`config.mk`:
```
export PLATFORM = sky130hd
export DESIGN_NAME = tlb_refill_walker
export DESIGN_NICKNAME = d
export VERILOG_FILES = /design/src/rtl/tlb_refill_walker_pkg.sv /design/src/rtl/tlb_refill_walker_rr_arbiter.sv /design/src/rtl/tlb_refill_walker.sv
export SDC_FILE = /design/constraint.sdc
export NUM_CORES = 1
export LEC_CHECK = 0
export CORE_MARGIN = 1
export CORE_UTILIZATION = 35
export DETAILED_ROUTE_END_ITERATION = 8
export MAX_ROUTING_LAYER = met4
export PLACE_DENSITY = 0.65
export SYNTH_ARGS = -nofsm -noshare
export SYNTH_HDL_FRONTEND = slang
export SYNTH_HIERARCHICAL = 1
export SYNTH_SLANG_ARGS = --single-unit
```
`constraint.sdc`:
```
create_clock -name clk -period 3.53 [get_ports clk]
set_input_delay 0.5295 -clock clk [delete_from_list [all_inputs] [get_ports clk]]
set_output_delay 0.5295 -clock clk [all_outputs]
set_load 0.1 [all_outputs]
```
`src/rtl/tlb_refill_walker_pkg.sv`:
```
// Shared parameters, walker state encoding and the PTE address helper
// for the TLB refill walker and its arbiter.
package tlb_refill_walker_pkg;

    localparam int ram_address_width = 32;
    localparam int page_offset_bits  = 12;
    localparam int bit_count         = 32;

    // Page-number width and byte shift from a page number to its PTE.
    localparam int PW        = ram_address_width - page_offset_bits;
    localparam int pte_shift = $clog2(bit_count / 8);

    // Position of the V bit inside a page-table entry.
    localparam int pte_valid_bit = 0;

    typedef enum logic [2:0] {
        IDLE  = 3'd0,
        REQ   = 3'd1,
        WAIT  = 3'd2,
        WRITE = 3'd3,
        FAULT = 3'd4
    } walker_state_t;

    // PTE byte address: base plus zero-extended page number scaled by the
    // PTE size; the sum wraps naturally at the address width.
    function automatic logic [ram_address_width-1:0] pte_address(
        input logic [ram_address_width-1:0] base,
        input logic [PW-1:0]                vpn
    );
        logic [ram_address_width-1:0] vpn_ext;
        vpn_ext = {{(ram_address_width - PW){1'b0}}, vpn};
        return base + (vpn_ext << pte_shift);
    endfunction

endpackage

```
`src/rtl/tlb_refill_walker_rr_arbiter.sv`:
```
// Combinational round-robin arbiter: the search starts one past the last
// granted index and wraps, so the most recent winner has lowest priority.
module rr_arbiter #(
    parameter  int n  = 2,
    localparam int IW = (n > 1) ? $clog2(n) : 1
) (
    input  logic [n-1:0]  req,
    input  logic [IW-1:0] last,
    output logic          grant_valid,
    output logic [IW-1:0] grant_idx
);

    // Pick the first requester found after 'last' in circular order.
    always_comb begin
        grant_valid = 1'b0;
        grant_idx   = {IW{1'b0}};
        for (int i = 1; i <= n; i++) begin
            if (!grant_valid && req[(int'(last) + i) % n]) begin
                grant_valid = 1'b1;
                grant_idx   = IW'((int'(last) + i) % n);
            end else begin
                grant_valid = grant_valid;
            end
        end
    end

endmodule

```
`src/rtl/tlb_refill_walker.sv`:
```
// TLB miss sequencer: arbitrates miss clients round-robin, fetches one PTE
// per walk over a valid/ready memory port, then writes the TLB (completing
// every client waiting on the same page) or reports a fault to the owner.
module tlb_refill_walker
    import tlb_refill_walker_pkg::*;
#(
    parameter  int port_count = 2,
    localparam int GW = (port_count > 1) ? $clog2(port_count) : 1
) (
    input  logic                         clk,
    input  logic                         rst,
    input  logic                         miss_valid [0:port_count-1],
    input  logic [PW-1:0]                miss_vpn   [0:port_count-1],
    output logic                         miss_done  [0:port_count-1],
    output logic                         miss_fault [0:port_count-1],
    input  logic [ram_address_width-1:0] ptbr,
    output logic                         mem_req_valid,
    input  logic                         mem_req_ready,
    output logic [ram_address_width-1:0] mem_req_addr,
    input  logic                         mem_resp_valid,
    input  logic [bit_count-1:0]         mem_resp_data,
    output logic                         tlb_write_enable,
    output logic [PW-1:0]                tlb_key,
    output logic [PW-1:0]                tlb_value,
    output logic                         tlb_read_stall,
    output logic                         busy
);

    walker_state_t                state_q, state_d;
    logic [GW-1:0]                last_q, last_d;
    logic [GW-1:0]                grant_q, grant_d;
    logic [PW-1:0]                vpn_q, vpn_d;
    logic [ram_address_width-1:0] addr_q, addr_d;
    logic [PW-1:0]                ppn_q, ppn_d;

    logic [port_count-1:0]        req_vec_s;
    logic                         grant_valid_s;
    logic [GW-1:0]                grant_idx_s;

    // Only the V bit and the PPN field of a PTE matter to the walker.
    logic                         unused_resp_bits_s;
    assign unused_resp_bits_s = ^mem_resp_data;

    // Pack the per-client request levels for the arbiter.
    always_comb begin
        req_vec_s = {port_count{1'b0}};
        for (int k = 0; k < port_count; k++) begin
            req_vec_s[k] = miss_valid[k];
        end
    end

    rr_arbiter #(
        .n (port_count)
    ) u_arb (
        .req         (req_vec_s),
        .last        (last_q),
        .grant_valid (grant_valid_s),
        .grant_idx   (grant_idx_s)
    );

    // Walk sequencing: grant and latch in IDLE, hold the request until the
    // handshake, classify the PTE on response, one-cycle WRITE/FAULT.
    always_comb begin
        state_d = state_q;
        last_d  = last_q;
        grant_d = grant_q;
        vpn_d   = vpn_q;
        addr_d  = addr_q;
        ppn_d   = ppn_q;
        case (state_q)
            IDLE: begin
                if (grant_valid_s) begin
                    state_d = REQ;
                    grant_d = grant_idx_s;
                    last_d  = grant_idx_s;
                    vpn_d   = miss_vpn[grant_idx_s];
                    // Address is frozen here so it stays stable under backpressure.
                    addr_d  = pte_address(ptbr, miss_vpn[grant_idx_s]);
                end else begin
                    state_d = IDLE;
                end
            end
            REQ: begin
                if (mem_req_ready) begin
                    state_d = WAIT;
                end else begin
                    state_d = REQ;
                end
            end
            WAIT: begin
                if (mem_resp_valid) begin
                    if (mem_resp_data[pte_valid_bit]) begin
                        ppn_d   = mem_resp_data[page_offset_bits +: PW];
                        state_d = WRITE;
                    end else begin
                        state_d = FAULT;
                    end
                end else begin
                    state_d = WAIT;
                end
            end
            WRITE:   state_d = IDLE;
            FAULT:   state_d = IDLE;
            default: state_d = IDLE;
        endcase
    end

    // Walker registers; reset parks last_grant on the highest port so port 0 wins first.
    always_ff @(posedge clk or negedge rst) begin
        if (!rst) begin
            state_q <= IDLE;
            last_q  <= GW'(port_count - 1);
            grant_q <= {GW{1'b0}};
            vpn_q   <= {PW{1'b0}};
            addr_q  <= {ram_address_width{1'b0}};
            ppn_q   <= {PW{1'b0}};
        end else begin
            state_q <= state_d;
            last_q  <= last_d;
            grant_q <= grant_d;
            vpn_q   <= vpn_d;
            addr_q  <= addr_d;
            ppn_q   <= ppn_d;
        end
    end

    // Outputs decoded from the state register; done also covers waiting
    // clients whose page matches the one just written.
    always_comb begin
        mem_req_valid    = 1'b0;
        mem_req_addr     = {ram_address_width{1'b0}};
        tlb_write_enable = 1'b0;
        tlb_key          = {PW{1'b0}};
        tlb_value        = {PW{1'b0}};
        for (int k = 0; k < port_count; k++) begin
            miss_done[k]  = 1'b0;
            miss_fault[k] = 1'b0;
        end
        case (state_q)
            REQ: begin
                mem_req_valid = 1'b1;
                mem_req_addr  = addr_q;
            end
            WRITE: begin
                tlb_write_enable = 1'b1;
                tlb_key          = vpn_q;
                tlb_value        = ppn_q;
                for (int k = 0; k < port_count; k++) begin
                    if (k == int'(grant_q)) begin
                        miss_done[k] = 1'b1;
                    end else if (miss_valid[k] && (miss_vpn[k] == vpn_q)) begin
                        miss_done[k] = 1'b1;
                    end else begin
                        miss_done[k] = 1'b0;
                    end
                end
            end
            FAULT: begin
                for (int k = 0; k < port_count; k++) begin
                    if (k == int'(grant_q)) begin
                        miss_fault[k] = 1'b1;
                    end else begin
                        miss_fault[k] = 1'b0;
                    end
                end
            end
            default: begin
                mem_req_valid = 1'b0;
            end
        endcase
        tlb_read_stall = tlb_write_enable;
        busy           = (state_q != IDLE);
    end

endmodule

```
== Word-level counts from Yosys, hierarchy flattened ==
Index checks and enable logic that the tools add are counted.

* $add $sub $neg: 3
* Equal/unequal tests: 6
* Bitwise logic cells: 3
* Reduce and logical (&&, ||, !) cells: 8
* Order comparisons: 3
* Muxes and demuxes: 31

{| class="wikitable"
|+ Operators by type and width
! kind !! count
|-
| $mux W20 || 5
|-
| $eq A20 B20 Y1 || 2
|-
| $add A32 B22 Y32 || 1
|-
| $mux W32 || 1
|-
| $mux W1 || 19
|-
| $pmux W3 S3 || 1
|-
| $eq A3 B2 Y1 const B || 2
|-
| $lt A2 B3 Y1 const B || 2
|-
| $mux W2 || 3
|-
| $mux W3 || 2
|-
| $eq A3 B1 Y1 const B || 1
|-
| $eq A3 B3 Y1 const B || 1
|-
| $logic_and A1 B1 Y1 || 3
|-
| $logic_not A3 Y1 || 1
|-
| $reduce_and A3 Y1 || 1
|-
| $reduce_bool A3 Y1 || 1
|-
| $add A1 B1 Y1 const B || 2
|-
| $and A1 B1 Y1 const A || 2
|-
| $ge A2 B2 Y1 const B || 1
|-
| $not A1 Y2 || 1
|-
| $reduce_and A2 Y1 || 1
|-
| $logic_not A1 Y1 || 1
|}

* Logic and storage cells: 60
* Bits of input ports: 110
* Output and inout port bits: 80
* Register bits: 77

== Depth between registers and ports, before layout ==
Gate-level depths: netlist of the first run.

* Depth after elaboration: 14
* Depth in mapped cells: 13
* Depth with buffers taken out: 12

== By module ==
Netlist of the first run, hierarchy kept.

{| class="wikitable"
|+ Modules (own cells, without submodules)
! module !! area an instance (um^2) !! instances !! sequential area each (um^2) !! cells each
|-
| tlb_refill_walker || 5240.0 || 1 || 1928.1 || 542
|-
| rr_arbiter || 13.8 || 1 || 0.0 || 2
|}

== Worst setup path before layout of the first run ==
OpenSTA, ideal clock, no wires.

* Path kind: register to output
* From: register state_q[0]
* To: output miss_fault[1] (netlist bit)
* Cell stages (with the launch flop): 2
* Required time: 3.000 ns
* Slack: -0.584 ns
* Arrival time: 3.584 ns
* Path buffers: 0
* Path through: dfrtp_1 > nor4b_1

{| class="wikitable"
|+ RTL lines
! what !! RTL line !! RTL
|-
| from (decl) || tlb_refill_walker.sv:29 || <nowiki>walker_state_t state_q, state_d;</nowiki>
|-
| from (signal assigned) || tlb_refill_walker.sv:118 || <nowiki>state_q <= state_d;</nowiki>
|-
| to (decl) || tlb_refill_walker.sv:15 || <nowiki>output logic miss_fault [0:port_count-1],</nowiki>
|}

== Worst setup path in the final report of the first run ==
* From: input miss_valid[1] (netlist bit)
* To: register addr_q[31]

* Word-level cells in the longest chain between the ends: 12
* Elaborated cells on any way between the ends: 18
* Classes of those cells: add/sub (1); mux (13); bitwise (1); reduce/logical (3)

{| class="wikitable"
|+ Ends and longest elaborated chain
! what !! RTL line !! RTL
|-
| from (decl) || tlb_refill_walker.sv:12 || <nowiki>input logic miss_valid [0:port_count-1],</nowiki>
|-
| $mux W1 (not written as such) (3 in series) || tlb_refill_walker_rr_arbiter.sv:18 || <nowiki>if (!grant_valid && req[(int'(last) + i) % n]) begin</nowiki>
|-
| $mux W1 || tlb_refill_walker_rr_arbiter.sv:18 ||
|-
| $logic_not A1 Y1 || tlb_refill_walker_rr_arbiter.sv:18 ||
|-
| $logic_and A1 B1 Y1 || tlb_refill_walker_rr_arbiter.sv:18 ||
|-
| $mux W1 (*) || tlb_refill_walker_rr_arbiter.sv:18 ||
|-
| net grant_idx_s || tlb_refill_walker.sv:38 || <nowiki>logic [GW-1:0] grant_idx_s;</nowiki>
|-
| $not A1 Y2 (not written as such) (*) || tlb_refill_walker.sv:78 || <nowiki>addr_d = pte_address(ptbr, miss_vpn[grant_idx_s]);</nowiki>
|-
| $mux W20 (not written as such) (*) (3 in series) || tlb_refill_walker.sv:78 ||
|-
| $add A32 B22 Y32 (*) || tlb_refill_walker_pkg.sv:32 || <nowiki>return base + (vpn_ext << pte_shift);</nowiki>
|-
| to (signal assigned) || tlb_refill_walker.sv:115 || <nowiki>addr_q <= {ram_address_width{1'b0}};</nowiki>
|-
| to (signal assigned) || tlb_refill_walker.sv:122 || <nowiki>addr_q <= addr_d;</nowiki>
|-
| to (decl) || tlb_refill_walker.sv:33 || <nowiki>logic [ram_address_width-1:0] addr_q, addr_d;</nowiki>
|}

Mark *: on every way through the listed nets, which the timed path passes. The rest lies on a longest branch. The select of a mux whose other input is x is not followed.
A chain may end at the register's enable or synchronous reset.

==> results.json, run 1 <==
{
  "status": "finished clean",
  "cpMaxStageDelayCell": "clkdlybuf4s50_1",
  "clkPwrFrac_pct": 13.9,
  "htree_levels": 3,
  "vias_per_cell": 4.96,
  "syn2layout_area_growth_pct": 50.6,
  "core-area_mm2": 0.0146,
  "slowest_delay_ps": 520,
  "nets": 900,
  "port_buffers": 178,
  "place_congestion": 0.880,
  "p_seq_share_pct": 22.5,
  "ys_ff_latch": 77,
  "ant_nets": 0,
  "hold_viol": 0,
  "fin_crit_ps": 3430,
  "synth_flop_cell": "dfrtp_1",
  "rows": 44,
  "crit_fanout": 5,
  "multi_input_area_mm2": 0.00333,
  "p_comb_share_pct": 63.5,
  "p_sw_uw": 3920,
  "post_drt_wl_per_cell_um": 16.5,
  "skew_ps": 7.17,
  "netSwitchingFraction_pct": 53.3,
  "regArea_mm2": 0.00193,
  "cts.sinks": 77,
  "p_int_uw": 3430,
  "ys_seq_area_share_pct": 36.7,
  "synth.avg_cell_area_um2": 9.66,
  "cts_made_buffers": 9,
  "antenna_found_initial": 0,
  "max_slew_margin_pct": 31.6,
  "yosysUniqueCellTypes": 62,
  "drt_iter0_markers": 235,
  "power_density_mw_per_mm2": 928,
  "cap_violations": 0,
  "clock_path_buffers": 2,
  "chipHeight_um": 125,
  "die_area_mm2": 0.0155,
  "grt_max_degree": 78,
  "final.fill_count": 1307,
  "fmax_mhz": 291,
  "place_inst": 940,
  "num_io_pins": 190,
  "clock_latency_ps": 350,
  "critPathKind": "input pin to flip-flop",
  "routed_wl_um": 15800,
  "start_kind": "input pin",
  "synthesis.area_mm2": 0.00525,
  "finalCritPeriodShare_pct": 97.2,
  "tritoncts": "done",
  "finalSetupViolations": 0,
  "p_leak_uw": 0.00349,
  "synth_edf_count": 0,
  "final_cell_mix": "buf_4 (135), clkdlybuf4s50_1 (97), dfrtp_1 (76)",
  "diodes": 0,
  "grt_use_total_pct": 21.4,
  "grt_pass1_wl_um": 25500,
  "finalNonFillerCells": 958,
  "vias": 4753,
  "place_hpwl_um": 12200,
  "synth_warnings": 6,
  "start_util_pct": 36.0,
  "worst_slew_pin_slew_ps": 1030,
  "synth.net_count": 675,
  "whs_ps": 366,
  "worstPathArrival_ps": 3700,
  "async_flop_share_pct": 100,
  "clockRootBuffer": "clkbuf_16",
  "drv_slew": 0,
  "drc": 0,
  "required_ps": 3790,
  "dr.pass1.iters": 4,
  "ys_top_cells_by_area": "dfrtp_1 (36%), mux2_2 (13%), and2_1 (8.9%), xnor2_1 (5.8%), ha_1 (4.8%)",
  "peakVddDrop_v": 0.000540,
  "synth_cells": 544,
  "path_clk_slew_ps": 60,
  "setup_ws_ps": 98.0,
  "min-delay-path-class": "input pin to async pin",
  "yosys.area.top_type": "dfrtp_1",
  "synth_top_area_share_pct": 36.2,
  "grt_overflow": 0,
  "crit_path_end_kind": "flip-flop",
  "die_width_um": 125,
  "pre_cts_ws_ps": -371,
  "cp_cell_sequence": "clkdlybuf4s50_1 -> a21boi_4 -> buf_6 -> buf_4 -> mux2_2 -> ha_4 -> clkinv_1 -> or3_4 -> o21ai_4 -> a221oi_4 -> or4_1 -> a31oi_1",
  "grt_pass1_vias": 4770,
  "final_common_cell": "buf_4",
  "final_layout_size_suffix_gt1_share_pct": 30.7
}
-- worst max-delay path: cells and delay by family --
kind                       cells  cell delay, ps
AOI/OAI and AO/OA              4             770
and+or+nand+nor                2             910
buffers and inverters          4             840
muxes                          1             370
adders and majority gates      1             280
-- metal layers --
| metal | part of all wire (%) | up-vias | GRT usage, % |
|---|---|---|---|
| li1 | - | 2375 | - |
| met1 | 46 | 2241 | 28.2 |
| met2 | 48 | 130 | 34.1 |
| met3 | 4.8 | 7 | 4.12 |
| met4 | 0.89 | 0 | 4.46 |
| met5 | 0 | - | - |
-- cells by family (layout without fill, tap and decap cells) --
| kind of cell | Yosys count | in the layout | share of synthesized area [%] |
|---|---|---|---|
| mux | 60 | 60 | 12.8 |
| flops | 77 | 77 | 36.7 |
| fa+ha+maj | 21 | 21 | 5.14 |
| simple gates | 203 | 203 | 21.3 |
| buf+inv | 33 | 262 | 2.48 |
| xor+xnor | 55 | 55 | 9.17 |
| compound gates | 95 | 96 | 12.4 |
-- timing repair --
action                                  in CTS  in global routing
hold endpoints to repair                     0                  0
buffers inserted                             0                  1
pin swaps                                    0                  8
gates resized for setup                      1                 19
cloned                                       0                  1
hold buffers                                 0                  0
endpoints found under the setup margin       2                 16
-- Yosys cell counts, types with 2 or more instances --
cell type	instances
nand2b_1	4
a21o_1	5
a211oi_1	4
and4b_1	2
or3_1	4
a31oi_1	10
a21boi_0	2
buf_1	2
nand2_1	51
nor4b_1	2
nor2b_1	2
dfrtp_1	76
o31ai_1	5
o21a_1	7
nor3_1	4
o21ai_0	28
nor4_1	6
nand4b_1	2
nor3b_1	2
nand3_1	7
nand4_1	12
ha_1	20
and2_1	75
xnor2_1	35
o21ai_1	2
nor2_1	19
inv_1	8
a211o_1	3
and3_1	3
a21oi_1	14
buf_2	2
clkbuf_1	19
mux2_2	59
xor2_1	20
-- power by group through the flow --
| stage | Combinational [uW] | Clock [uW] | Sequential (uW) |
|---|---|---|---|
| after floorplan | 3520 | 0 | 1570 |
| after global placement | 4580 | 0 | 1630 |
| after detailed placement | 4620 | 0 | 1670 |
| after CTS | 4640 | 1040 | 1650 |
| after global routing | 4930 | 1100 | 1720 |
| final | 4670 | 1020 | 1650 |
-- stage by stage --
stage	power, uW	util [%]	instance area, um^2	setup TNS (ps)
6_report	7350	54.2	7910	0
5_1_grt	7740	54.2	7910	-2.47
4_1_cts	7340	53.3	7780	0
3_5_place_dp	6290	51.1	7450	-5010
3_3_place_gp	6220	51.1	7450	-3640
2_1_floorplan	5090	-	5270	0
-- final cells by class --
| cell class | count | area share (%) |
|---|---|---|
| multi-input combinational | 435 | 42.1 |
| timing repair buffer | 237 | 26.1 |
| sequential | 77 | 24.4 |
| tap | 184 | 2.91 |
| clock buffer | 9 | 2.85 |
| clock inverter | 7 | 1.25 |
| inverter | 9 | 0.427 |
-- final timing paths --
check,startpoint,endpoint,slack (ps),cells past startpoint
setup / recovery,miss_valid[1],addr_q[31]$_DFFE_PN0P_,100,12
hold / removal,rst,ppn_q[18]$_DFFE_PN0P_,370,1
max in group asynchronous,rst,vpn_q[11]$_DFFE_PN0P_,2510,1
min in group clk,addr_q[5]$_DFFE_PN0P_,addr_q[5]$_DFFE_PN0P_,470,2
hold reg to reg,addr_q[5]$_DFFE_PN0P_,addr_q[5]$_DFFE_PN0P_,470,2
setup reg to reg,last_q$_DFFE_PN1P_,addr_q[30]$_DFFE_PN0P_,380,13
-- state kept, by name, summed over array words and instances, names as in the netlist --
name	cells
ppn_q	20
addr_q	32
last_q	1
grant_q	1
state_q	3
vpn_q	20
(Power assumes the default switching activity.)
==> run 2: changes to the inputs <==
- GPL_ROUTABILITY_DRIVEN: not set -> 0
==> run 2 against run 1 <==
  * Global-route usage decreased by 0.74 points
  * Total power decreased by 1.6%
  * Sequential cell count unchanged
  * Sequential power about the same
  * Register-to-register slack got worse by 20 ps
  * Clock power decreased by 12%
  * Final area about the same
  * Critical path type unchanged
  * Largest cell class unchanged
==> results.json, run 2 (same netlist as run 1, synthesis figures left out) <==
{
  "final_common_cell": "buf_4",
  "final_layout_size_suffix_gt1_share_pct": 31.2,
  "cap_violations": 0,
  "max_flop_register": "addr_q",
  "place_hpwl_um": 12100,
  "nets": 904,
  "grtUsageMet3_pct": 3.44,
  "critPathLaunch": "miss_valid[0]",
  "cts.sinks": 77,
  "grt_max_degree": 78,
  "num_io_pins": 190,
  "met1_usage_pct": 26.1,
  "die_width_um": 125,
  "dr.pass1.iters": 5,
  "vias": 4880,
  "htree_levels": 3,
  "routed_wl_um": 15700,
  "worstPathArrival_ps": 3710,
  "p_leak_uw": 0.00349,
  "drv_slew": 0,
  "grt_pass1_wl_um": 24800,
  "top_usage_layer": "met2",
  "start_util_pct": 36.0,
  "crit_fanout": 7,
  "peakVddDrop_v": 0.000573,
  "final_cell_mix": "buf_4 (138), clkdlybuf4s50_1 (98), dfrtp_1 (76)",
  "die_area_mm2": 0.0155,
  "worstSetupEndpoint": "addr_q[27]$_DFFE_PN0P_",
  "grtUsageMet2_pct": 33.6,
  "finalSetupViolations": 0,
  "skew_ps": 13.4,
  "final.fill_count": 1307,
  "ctsHoldBuffers": 0,
  "crit_path_end_kind": "flip-flop",
  "chipHeight_um": 125,
  "clock_latency_ps": 350,
  "drt_iter0_markers": 233,
  "start_kind": "input pin",
  "vias_per_cell": 5.07,
  "largest_register_ffs": 32,
  "timing.rr.start": "last_q$_DFFE_PN1P_",
  "finalCritPeriodShare_pct": 97.7,
  "fin_area_mm2": 0.00791,
  "post_drt_wl_per_cell_um": 16.4,
  "r2r_slack_ps": 360,
  "fmax_mhz": 290,
  "fin_crit_ps": 3450,
  "cts_made_buffers": 9,
  "clockRootBuffer": "clkbuf_16",
  "placed_area_mm2": 0.00746,
  "power_uw": 7230,
  "tritoncts": "done",
  "syn2layout_area_growth_pct": 50.5,
  "ant_nets": 0,
  "diodes": 0,
  "power_density_mw_per_mm2": 914,
  "grt_overflow": 0,
  "min-delay-path-class": "input pin to async pin",
  "reg2reg_depth": 13,
  "clock_path_buffers": 2,
  "antenna_found_initial": 0,
  "drc": 0,
  "grt_pass1_vias": 4920,
  "rows": 44,
  "port_buffers": 178,
  "status": "finished clean",
  "reg2reg_to": "addr_q[30]$_DFFE_PN0P_",
  "path_clk_slew_ps": 70,
  "worst_slew_pin_slew_ps": 1020,
  "grt_use_total_pct": 20.7,
  "multi_input_area_mm2": 0.00333,
  "reg_top3": "addr_q x32, ppn_q x20, vpn_q x20",
  "critPathKind": "input pin to flip-flop",
  "regArea_mm2": 0.00193,
  "required_ps": 3790,
  "core-area_mm2": 0.0146,
  "hold_viol": 0,
  "max_slew_margin_pct": 32.1
}
[run 2: cell count changes in the layout (fill, tap and decap cells not counted), moves of 2 or more]
cell       before  now
buf_4         135  138
inv_6           1    4
bufinv_16       2    0
ha_1           16   18
ha_4            4    2
[run 2: worst min-delay path by stage]
stage	end	slack, ps	depth (start not counted)
floorplan	addr_q[0]$_DFFE_PN0P_	230	0
global placement	addr_q[1]$_DFFE_PN0P_	450	2
detailed placement	addr_q[0]$_DFFE_PN0P_	460	2
CTS	addr_q[5]$_DFFE_PN0P_	390	1
global route	ppn_q[12]$_DFFE_PN0P_	450	1
finish	ppn_q[12]$_DFFE_PN0P_	350	1
[run 2: per-layer routing]
layer,share of wire (%),up-vias
met4,1.6,0
li1,-,2381
met5,0,-
met3,4.4,17
met2,49,145
met1,45,2337
[run 2: final cells by class]
type                    count  share of cell area [%]
clock buffers               9                    2.85
clock inverters             7                   0.712
inverters                   9                   0.427
multi-input cells         435                    42.1
flip-flops and latches     77                    24.4
well taps                 184                    2.91
repair buffers            241                    26.6
[run 2: worst max-delay path, cell delays in order]
cell	delay, ps
clkdlybuf4s50_1	490
a21boi_4	230
buf_8	170
buf_12	120
mux2_2	360
ha_4	310
nand2_1	50
or3_4	410
o21ai_4	260
a221oi_4	110
buf_4	160
or3_1	340
a31oi_1	170
[run 2: timing repair]
action / in CTS / in global routing
gates resized for setup: 1 / 19
endpoints found under the setup margin: 1 / 13
pin swaps: 0 / 10
cloned: 0 / 1
setup buffers: 0 / 5
[run 2: through the flow]
| step | instances | utilization [%] | setup WS [ps] | hold WS, ps | TNS [ps] |
|---|---|---|---|---|---|
| floorplan | 544 | - | 143 | 234 | 0 |
| finish | 962 | 54.2 | 79.7 | 353 | 0 |
| global placement | 940 | 51.2 | -263 | 452 | -2450 |
| global route | 962 | 54.2 | -18.4 | 449 | -57.5 |
| CTS | 956 | 53.1 | 24.4 | 395 | 0 |
| detailed placement | 940 | 51.2 | -373 | 459 | -3880 |
[run 2: where the power goes]
part           switching [uW]  total [uW]  internal, uW  leakage (uW)
combinational            3180        4670          1490       0.00243
clock                     411         897           486      0.000137
sequential                329        1660          1330      0.000925
==> run 3: changes to the inputs <==
- SKIP_CTS_REPAIR_TIMING: not set -> 1
==> run 3 against run 2 <==
  * Worst hold slack worse by 4.2 ps
  * Routed wire length is 0.24% lower
  * Die area stayed put
  * Combinational power hardly changed
  * Non-clock buffer count is the same
  * Global-route usage is essentially flat
  * Sequential share of layout area about the same
  * First-iteration DRC count fell by 6.4%
  * Fmax about the same
  * Clock power hardly changed
  * Sequential power is essentially flat
  * Critical path type unchanged
==> results.json, run 3 (same netlist as run 1, synthesis figures left out) <==
{
  "cts_made_buffers": 9,
  "port_buffers": 178,
  "nets": 904,
  "max_slew_margin_pct": 32.8,
  "drv_slew": 0,
  "htree_levels": 3,
  "core-area_mm2": 0.0146,
  "power_density_mw_per_mm2": 914,
  "routed_wl_um": 15700,
  "start_util_pct": 36.0,
  "reg_top3": "addr_q x32, ppn_q x20, vpn_q x20",
  "finalSetupViolations": 0,
  "cts.sinks": 77,
  "worst_slew_pin_slew_ps": 1010,
  "rows": 44,
  "die_width_um": 125,
  "final.fill_count": 1307,
  "critPathKind": "input pin to flip-flop",
  "chipHeight_um": 125,
  "dr.pass1.iters": 4,
  "post_drt_wl_per_cell_um": 16.3,
  "grt_pass1_wl_um": 24700,
  "place_hpwl_um": 12100,
  "path_clk_slew_ps": 70,
  "die_area_mm2": 0.0155,
  "ant_nets": 0,
  "final_common_cell": "buf_4",
  "vias": 4876,
  "crit_path_end_kind": "flip-flop",
  "grt_overflow": 0,
  "num_io_pins": 190,
  "finalCritPeriodShare_pct": 97.7,
  "fin_crit_ps": 3450,
  "diodes": 0,
  "fin_area_mm2": 0.00790,
  "largest_register_ffs": 32,
  "clock_path_buffers": 2,
  "p_leak_uw": 0.00349,
  "placed_area_mm2": 0.00746,
  "max_flop_register": "addr_q",
  "drt_iter0_markers": 218,
  "grt_use_total_pct": 20.6,
  "fmax_mhz": 290,
  "drc": 0,
  "setup_tns_ps": 0,
  "syn2layout_area_growth_pct": 50.4,
  "final_cell_mix": "buf_4 (138), clkdlybuf4s50_1 (98), dfrtp_1 (76)",
  "tritoncts": "done",
  "min-delay-path-class": "input pin to async pin",
  "skew_ps": 12.8,
  "start_kind": "input pin",
  "antenna_found_initial": 0,
  "final_layout_size_suffix_gt1_share_pct": 31.1,
  "hold_viol": 0,
  "peakVddDrop_v": 0.000573,
  "cap_violations": 0,
  "crit_fanout": 7,
  "worstPathArrival_ps": 3710,
  "clockRootBuffer": "clkbuf_16",
  "status": "finished clean",
  "grt_max_degree": 78,
  "clock_latency_ps": 350,
  "grt_pass1_vias": 4897,
  "required_ps": 3800,
  "vias_per_cell": 5.07
}
## run 3: cell types whose count changed in the layout (fill, tap and decap cells not counted)
| cell | delta |
|---|---|
| a211oi_1 | +1 |
| a211oi_2 | -1 |
## run 3: stage by stage
stage | power, uW | instances | hold slack, ps | setup WS (ps) | util, %
floorplan | 5090 | 544 | 234 | 143 | -
CTS | 7200 | 956 | 395 | -24.0 | 53.1
global route | 7600 | 962 | 449 | -18.4 | 54.2
finish | 7220 | 962 | 349 | 80.5 | 54.2
global placement | 6220 | 940 | 452 | -263 | 51.2
detailed placement | 6290 | 940 | 459 | -373 | 51.2
## run 3: cell type report
cell class | instances | area [um^2] | area share [%]
clock buffer | 9 | 225 | 2.85
clock inverter | 7 | 56.3 | 0.712
inverter | 9 | 33.8 | 0.427
multi-input combinational | 435 | 3330 | 42.1
sequential | 77 | 1930 | 24.4
tap | 184 | 230 | 2.91
timing repair buffer | 241 | 2100 | 26.6
## run 3: critical path, stage by stage
cell and delay [ps]:
clkdlybuf4s50_1 490, a21boi_4 230, buf_8 170, buf_12 120
mux2_2 360, ha_4 310, nand2_1 50, or3_4 410
o21ai_4 260, a221oi_4 110, buf_4 160, or3_1 340
a31oi_1 170
## run 3: worst paths after layout
path                                        from  depth (start not counted)                      to  slack, ps
min in group clk           addr_q[1]$_DFFE_PN0P_                          2   addr_q[1]$_DFFE_PN0P_        470
max reg2reg                   last_q$_DFFE_PN1P_                         13  addr_q[30]$_DFFE_PN0P_        370
min reg2reg                addr_q[1]$_DFFE_PN0P_                          2   addr_q[1]$_DFFE_PN0P_        470
max                                miss_valid[0]                         13  addr_q[27]$_DFFE_PN0P_         80
max in group asynchronous                    rst                          1    ppn_q[8]$_DFFE_PN0P_       2540
min                                          rst                          1   ppn_q[12]$_DFFE_PN0P_        350
## run 3: routing by layer
metal	track usage (%)	wire length (um)	vias up
met5	-	0	-
met2	33.4	7660	148
met1	26.1	7070	2330
met4	6.73	271	0
met3	3.44	709	19
li1	-	-	2379
## run 3: power breakdown
part | total [uW] | internal, uW | switching (uW)
combinational | 4670 | 1490 | 3180
sequential | 1660 | 1330 | 328
clock | 897 | 486 | 411
total | 7220 | 3300 | 3920
==> edit 1, RTL diff (flow settings as in run 1) <==
Set the package constant `bit_count` to 64 (it was 32).
--- a/src/rtl/tlb_refill_walker_pkg.sv
+++ b/src/rtl/tlb_refill_walker_pkg.sv
@@ -6,3 +6,3 @@
     localparam int page_offset_bits  = 12;
-    localparam int bit_count         = 32;
+    localparam int bit_count         = 64;
 
Interface: changed (resized mem_resp_data); port bits go from 190 to 222. No check against the original RTL was run, so the function may have changed too.
==> edit 1 against run 1 <==
The flow now finishes with violations (DRC); total power down 2.5%; routed wire length down 0.42%; cell area down 1.3%; sequential cell count unchanged; core utilization down 0.91 points; largest cell class unchanged; worst setup slack better by 0.036 ns; critical path depth unchanged; sequential power about the same; global-route usage down 0.35 points; area after synthesis up 0.95%.
==> edit 1: results (changes against run 1) <==
[detailed_routing]
drt-pass1-iter-count = 6  ; +2
wl_met1_um = 6820  ; -6.5%
routed-wl-met2_um = 7680  ; +0.46%
drt_iter0_drc = 210  ; -11%
vias_per_cell = 4.99  ; +0.53%
routed_wl_um = 15800  ; -0.42%
vias = 4793  ; +0.84%
route.detailed.drc = 28  ; +28
wl_met3_um = 931  ; +22%

[grt]
grt_pass1_vias = 5015  ; +5.1%
antenna_found_initial = 0  ; unchanged
track_usage = 0.211  ; -0.00349
grt_pass1_wl_um = 25300  ; -1.0%
grt_max_degree = 78  ; unchanged

[status]
violations = DRC
run_status = complete, but fails checks

[setup_path]
cp.arrival_ns = 3.62  ; -0.08 ns
rrSetupSlack_ns = 0.46  ; +0.08 ns
path_max_fanout = 8  ; +3
reg2reg_depth = 11  ; -2
critPathMaxStageDelay_ns = 0.48  ; -0.04 ns
cp-startpoint = miss_valid[0]
crit_family = compound AO/OA/AOI/OAI gates
endpoint = addr_q[31]$_DFFE_PN0P_

[layout]
top_regs = addr_q x32, ppn_q x20, vpn_q x20
drive_above_1_share = 0.275  ; -0.0321
fill_cells = 1367  ; +4.6%

[placed_design]
post-place-ws_ns = -0.320  ; +0.0508 ns
place_congestion = 0.893  ; +1.4%
dp_cells = 944  ; +0.43%
place_hpwl_um = 12200  ; about the same
placed_area_um2 = 7460  ; +0.13%

[sta]
slew_headroom = 0.309  ; -0.00711
timing.hold.ws_ns = 0.348  ; -0.0180 ns
fin_crit_sh = 0.962  ; -0.0102
skew_ns = 0.00651  ; -0.000660 ns

[yosys]
synth_adder_area_share = 0.0510  ; -0.000485
synth_xor_xnor_area_share = 0.0958  ; +0.00409
synth-seq-area-share = 0.364  ; -0.00346
synth.top_cells.by_count = 76 x dfrtp_1, 74 x and2_1, 62 x nand2_1
synth_mux_area_frac = 0.131  ; +0.00280
synth_compound_area_frac = 0.134  ; +0.0104
synth_area_leaders = dfrtp_1 36%, mux2_2 10%, and2_1 8.7%
synth.avg_cell_area_um2 = 9.57  ; -0.87%

[power]
peakVddDrop_v = 0.000477  ; -12%
leakage_nw = 3.49  ; -0.16%

[cts]
cts_resized = 0  ; -1

[edit 1: changes by cell type in the layout (fill, tap and decap cells not counted), sizes merged, moves of 3 or more]
cell / change
nor2: -4
inv: -3
o31ai: -3
nand2: +11
o21ai: +3
a31oi: -7
clkbuf: +3
a211oi: -4
buf: -5
xnor2: +3
a21oi: +11
a21o: +3
[edit 1: per-layer routing]
metal,track usage,up-vias
li1,-,2377
met1,0.252,2272
met2,0.355,126
met3,0.0359,18
met4,0.0760,0
met5,-,-
[edit 1: cell type report]
type	instances	area, um^2	area share
clock inverters	4	47.5	0.00609
multi-input cells	446	3310	0.424
clock buffers	12	246	0.0316
flip-flops and latches	77	1930	0.247
repair buffers	232	2020	0.259
well taps	184	230	0.0295
inverters	6	22.5	0.00288
[edit 1: power by group]
part           internal (mW)  switching [mW]  total, mW
clock                  0.565           0.367      0.932
sequential              1.33           0.321       1.65
combinational           1.43            3.14       4.58
total                   3.33            3.83       7.16
==> edit 2, RTL diff (settings of run 1) <==
Without the edit above. Encoding of `walker_state_t`: now one-hot (5 bits for 5 states).
--- a/src/rtl/tlb_refill_walker_pkg.sv
+++ b/src/rtl/tlb_refill_walker_pkg.sv
@@ -15,8 +15,8 @@
 
-    typedef enum logic [2:0] {
-        IDLE  = 3'd0,
-        REQ   = 3'd1,
-        WAIT  = 3'd2,
-        WRITE = 3'd3,
-        FAULT = 3'd4
+    typedef enum logic [4:0] {
+        IDLE  = 5'b00001,
+        REQ   = 5'b00010,
+        WAIT  = 5'b00100,
+        WRITE = 5'b01000,
+        FAULT = 5'b10000
     } walker_state_t;
Formal check against the unedited RTL: same outputs for any inputs over 4 cycles, from zero or initial values and one cycle with rst low; so few cycles prove little.
==> edit 2 against run 1 <==
The flow now finishes with violations (DRC); first-iteration DRC count fell by 0.43%; area after synthesis up 1.6%; worst setup slack improved by 0.025 ns; largest power group unchanged; hold slack got worse by 0.015 ns; synthesized cell count up 11%; critical endpoint is now addr_q[24]$_DFFE_PN0P_; clock skew is 0.0029 ns higher; sequential cell count increased by 2; via count grew 6.4%; count of clock-buffer cells in the layout is the same; cell area rose by 3.7%; global-route usage is 0.34 points higher; routed wire length increased by 2.2%; total power fell by 29%; non-clock buffer count increased by 8.
==> edit 2: results (changes against run 1) <==
[yosys]
synth_nets = 733  ; +8.6%
ys_warn_count = 6  ; unchanged
synth-seq-area-share = 0.371  ; +0.00376
syn_inst = 602  ; +11%
synth.top_cells.by_count = 121 x nand2_1, 77 x dfrtp_1, 72 x and2_1
synth_area_leaders = dfrtp_1 36%, nand2_1 8.5%, and2_1 8.4%
synthArstFlopShare = 1.00  ; unchanged
synth_compound_area_frac = 0.122  ; -0.00198
synth_adder_area_share = 0.0506  ; -0.000820
synth.distinct_cells = 51  ; -18%
synth_xor_xnor_area_share = 0.105  ; +0.0133
synth_mux_area_frac = 0.0820  ; -0.0463

[sta]
skew_ns = 0.0101  ; +0.00288 ns
slew_headroom = 0.338  ; +0.0223

[detailed_routing]
route.detailed.drc = 4  ; +4
vias = 5058  ; +6.4%
drt-pass1-iter-count = 6  ; +2
routed_wl_um = 16200  ; +2.2%
drt_iter0_drc = 234  ; -0.43%

[placed_design]
place_hpwl_um = 12700  ; +4.4%
post-place-ws_ns = -0.407  ; -0.0358 ns
placed_area_um2 = 7840  ; +5.2%
place_congestion = 0.867  ; -1.5%

[layout]
layout.cells.non_filler = 1018  ; +6.3%
nets = 960  ; +6.7%
drive_above_1_share = 0.260  ; -0.0473

[grt]
track_usage = 0.217  ; +0.00337
grt_pass1_wl_um = 26300  ; +2.8%
grt_max_degree = 85  ; +9.0%
grt_pass1_vias = 5180  ; +8.6%
antenna_found_initial = 0  ; unchanged

[setup_path]
cp.arrival_ns = 3.62  ; -0.08 ns

[power]
leakage_nw = 3.75  ; +7.4%
peakVddDrop_v = 0.000320  ; -41%
internal_power_mw = 2.96  ; -14%

[cts]
post-cts-setup-buffers = 0  ; unchanged

[status]
run_status = complete, but fails checks
violations = DRC

==> edit 2: cell count changes in the layout (fill, tap and decap cells not counted), sizes merged, moves of 6 or more <==
| cell | run 1 | this run |
|---|---|---|
| a21oi | 14 | 20 |
| a31oi | 11 | 5 |
| buf | 139 | 147 |
| inv | 9 | 16 |
| mux2 | 59 | 38 |
| nand2 | 51 | 121 |
| nor2 | 19 | 12 |
| xnor2 | 35 | 46 |
==> edit 2: final cells by class <==
type	instances	area, um^2
Fill cell	1331	6490
Multi-Input combinational cell	483	3270
Timing Repair Buffer	245	2370
Sequential cell	79	1980
Tap cell	184	230
Clock buffer	9	225
Clock inverter	7	86.3
Inverter	11	41.3
==> edit 2: metal layers <==
| metal | share of wire | vias to the layer above | GRT usage | wire (um) |
|---|---|---|---|---|
| met5 | 0 | - | - | 0 |
| met4 | 0.014 | 0 | 0.0653 | 233 |
| met3 | 0.041 | 19 | 0.0325 | 656 |
| met2 | 0.50 | 138 | 0.368 | 8090 |
| met1 | 0.45 | 2385 | 0.267 | 7220 |
| li1 | - | 2516 | - | - |
==> edit 2: cell families after synthesis <==
| kind of cell | after synthesis |
|---|---|
| compound gates | 101 |
| xor+xnor | 64 |
| fa+ha+maj | 21 |
| buf+inv | 40 |
| flops | 79 |
| mux | 39 |
| simple gates | 258 |
==> edit 2: what timing repair did <==
item                                   CTS  global route
hold buffers                             0             0
endpoints found under the hold margin    0             0
pin swaps                                3             2
resized for setup                        9             3
setup endpoints to repair               11             9
==> edit 2: path summary, 6_finish.rpt <==
check | slack (ns) | from | cells after the start | to
max | 0.12 | miss_valid[1] | 14 | addr_q[24]$_DFFE_PN0P_
min | 0.35 | rst | 1 | addr_q[26]$_DFFE_PN0P_
max reg2reg | 0.31 | last_q$_DFFE_PN1P_ | 13 | addr_q[30]$_DFFE_PN0P_
min reg2reg | 0.47 | ppn_q[16]$_DFFE_PN0P_ | 2 | ppn_q[16]$_DFFE_PN0P_
max in group asynchronous | 2.53 | rst | 1 | vpn_q[19]$_DFFE_PN0P_
min in group clk | 0.47 | ppn_q[16]$_DFFE_PN0P_ | 2 | ppn_q[16]$_DFFE_PN0P_
==> edit 2: critical path: stages <==
cell             delay, ns
clkdlybuf4s50_1       0.47
a21boi_4              0.19
mux2_2                0.39
ha_1                  0.23
inv_1                 0.08
fa_1                  0.19
and2b_1               0.20
o211ai_1              0.29
a211oi_2              0.16
o311ai_2              0.32
buf_4                 0.20
nand2_1               0.09
a31oi_1               0.18
o31ai_1               0.09
==> edit 2: power groups by stage <==
stage	sequential, mW	clock, mW	combinational, mW
3_3_place_gp	1.67	0	2.51
4_1_cts	1.68	1.00	2.59
3_5_place_dp	1.69	0	2.57
6_report	1.68	0.981	2.57
5_1_grt	1.75	1.05	2.80
2_1_floorplan	1.59	0	1.85
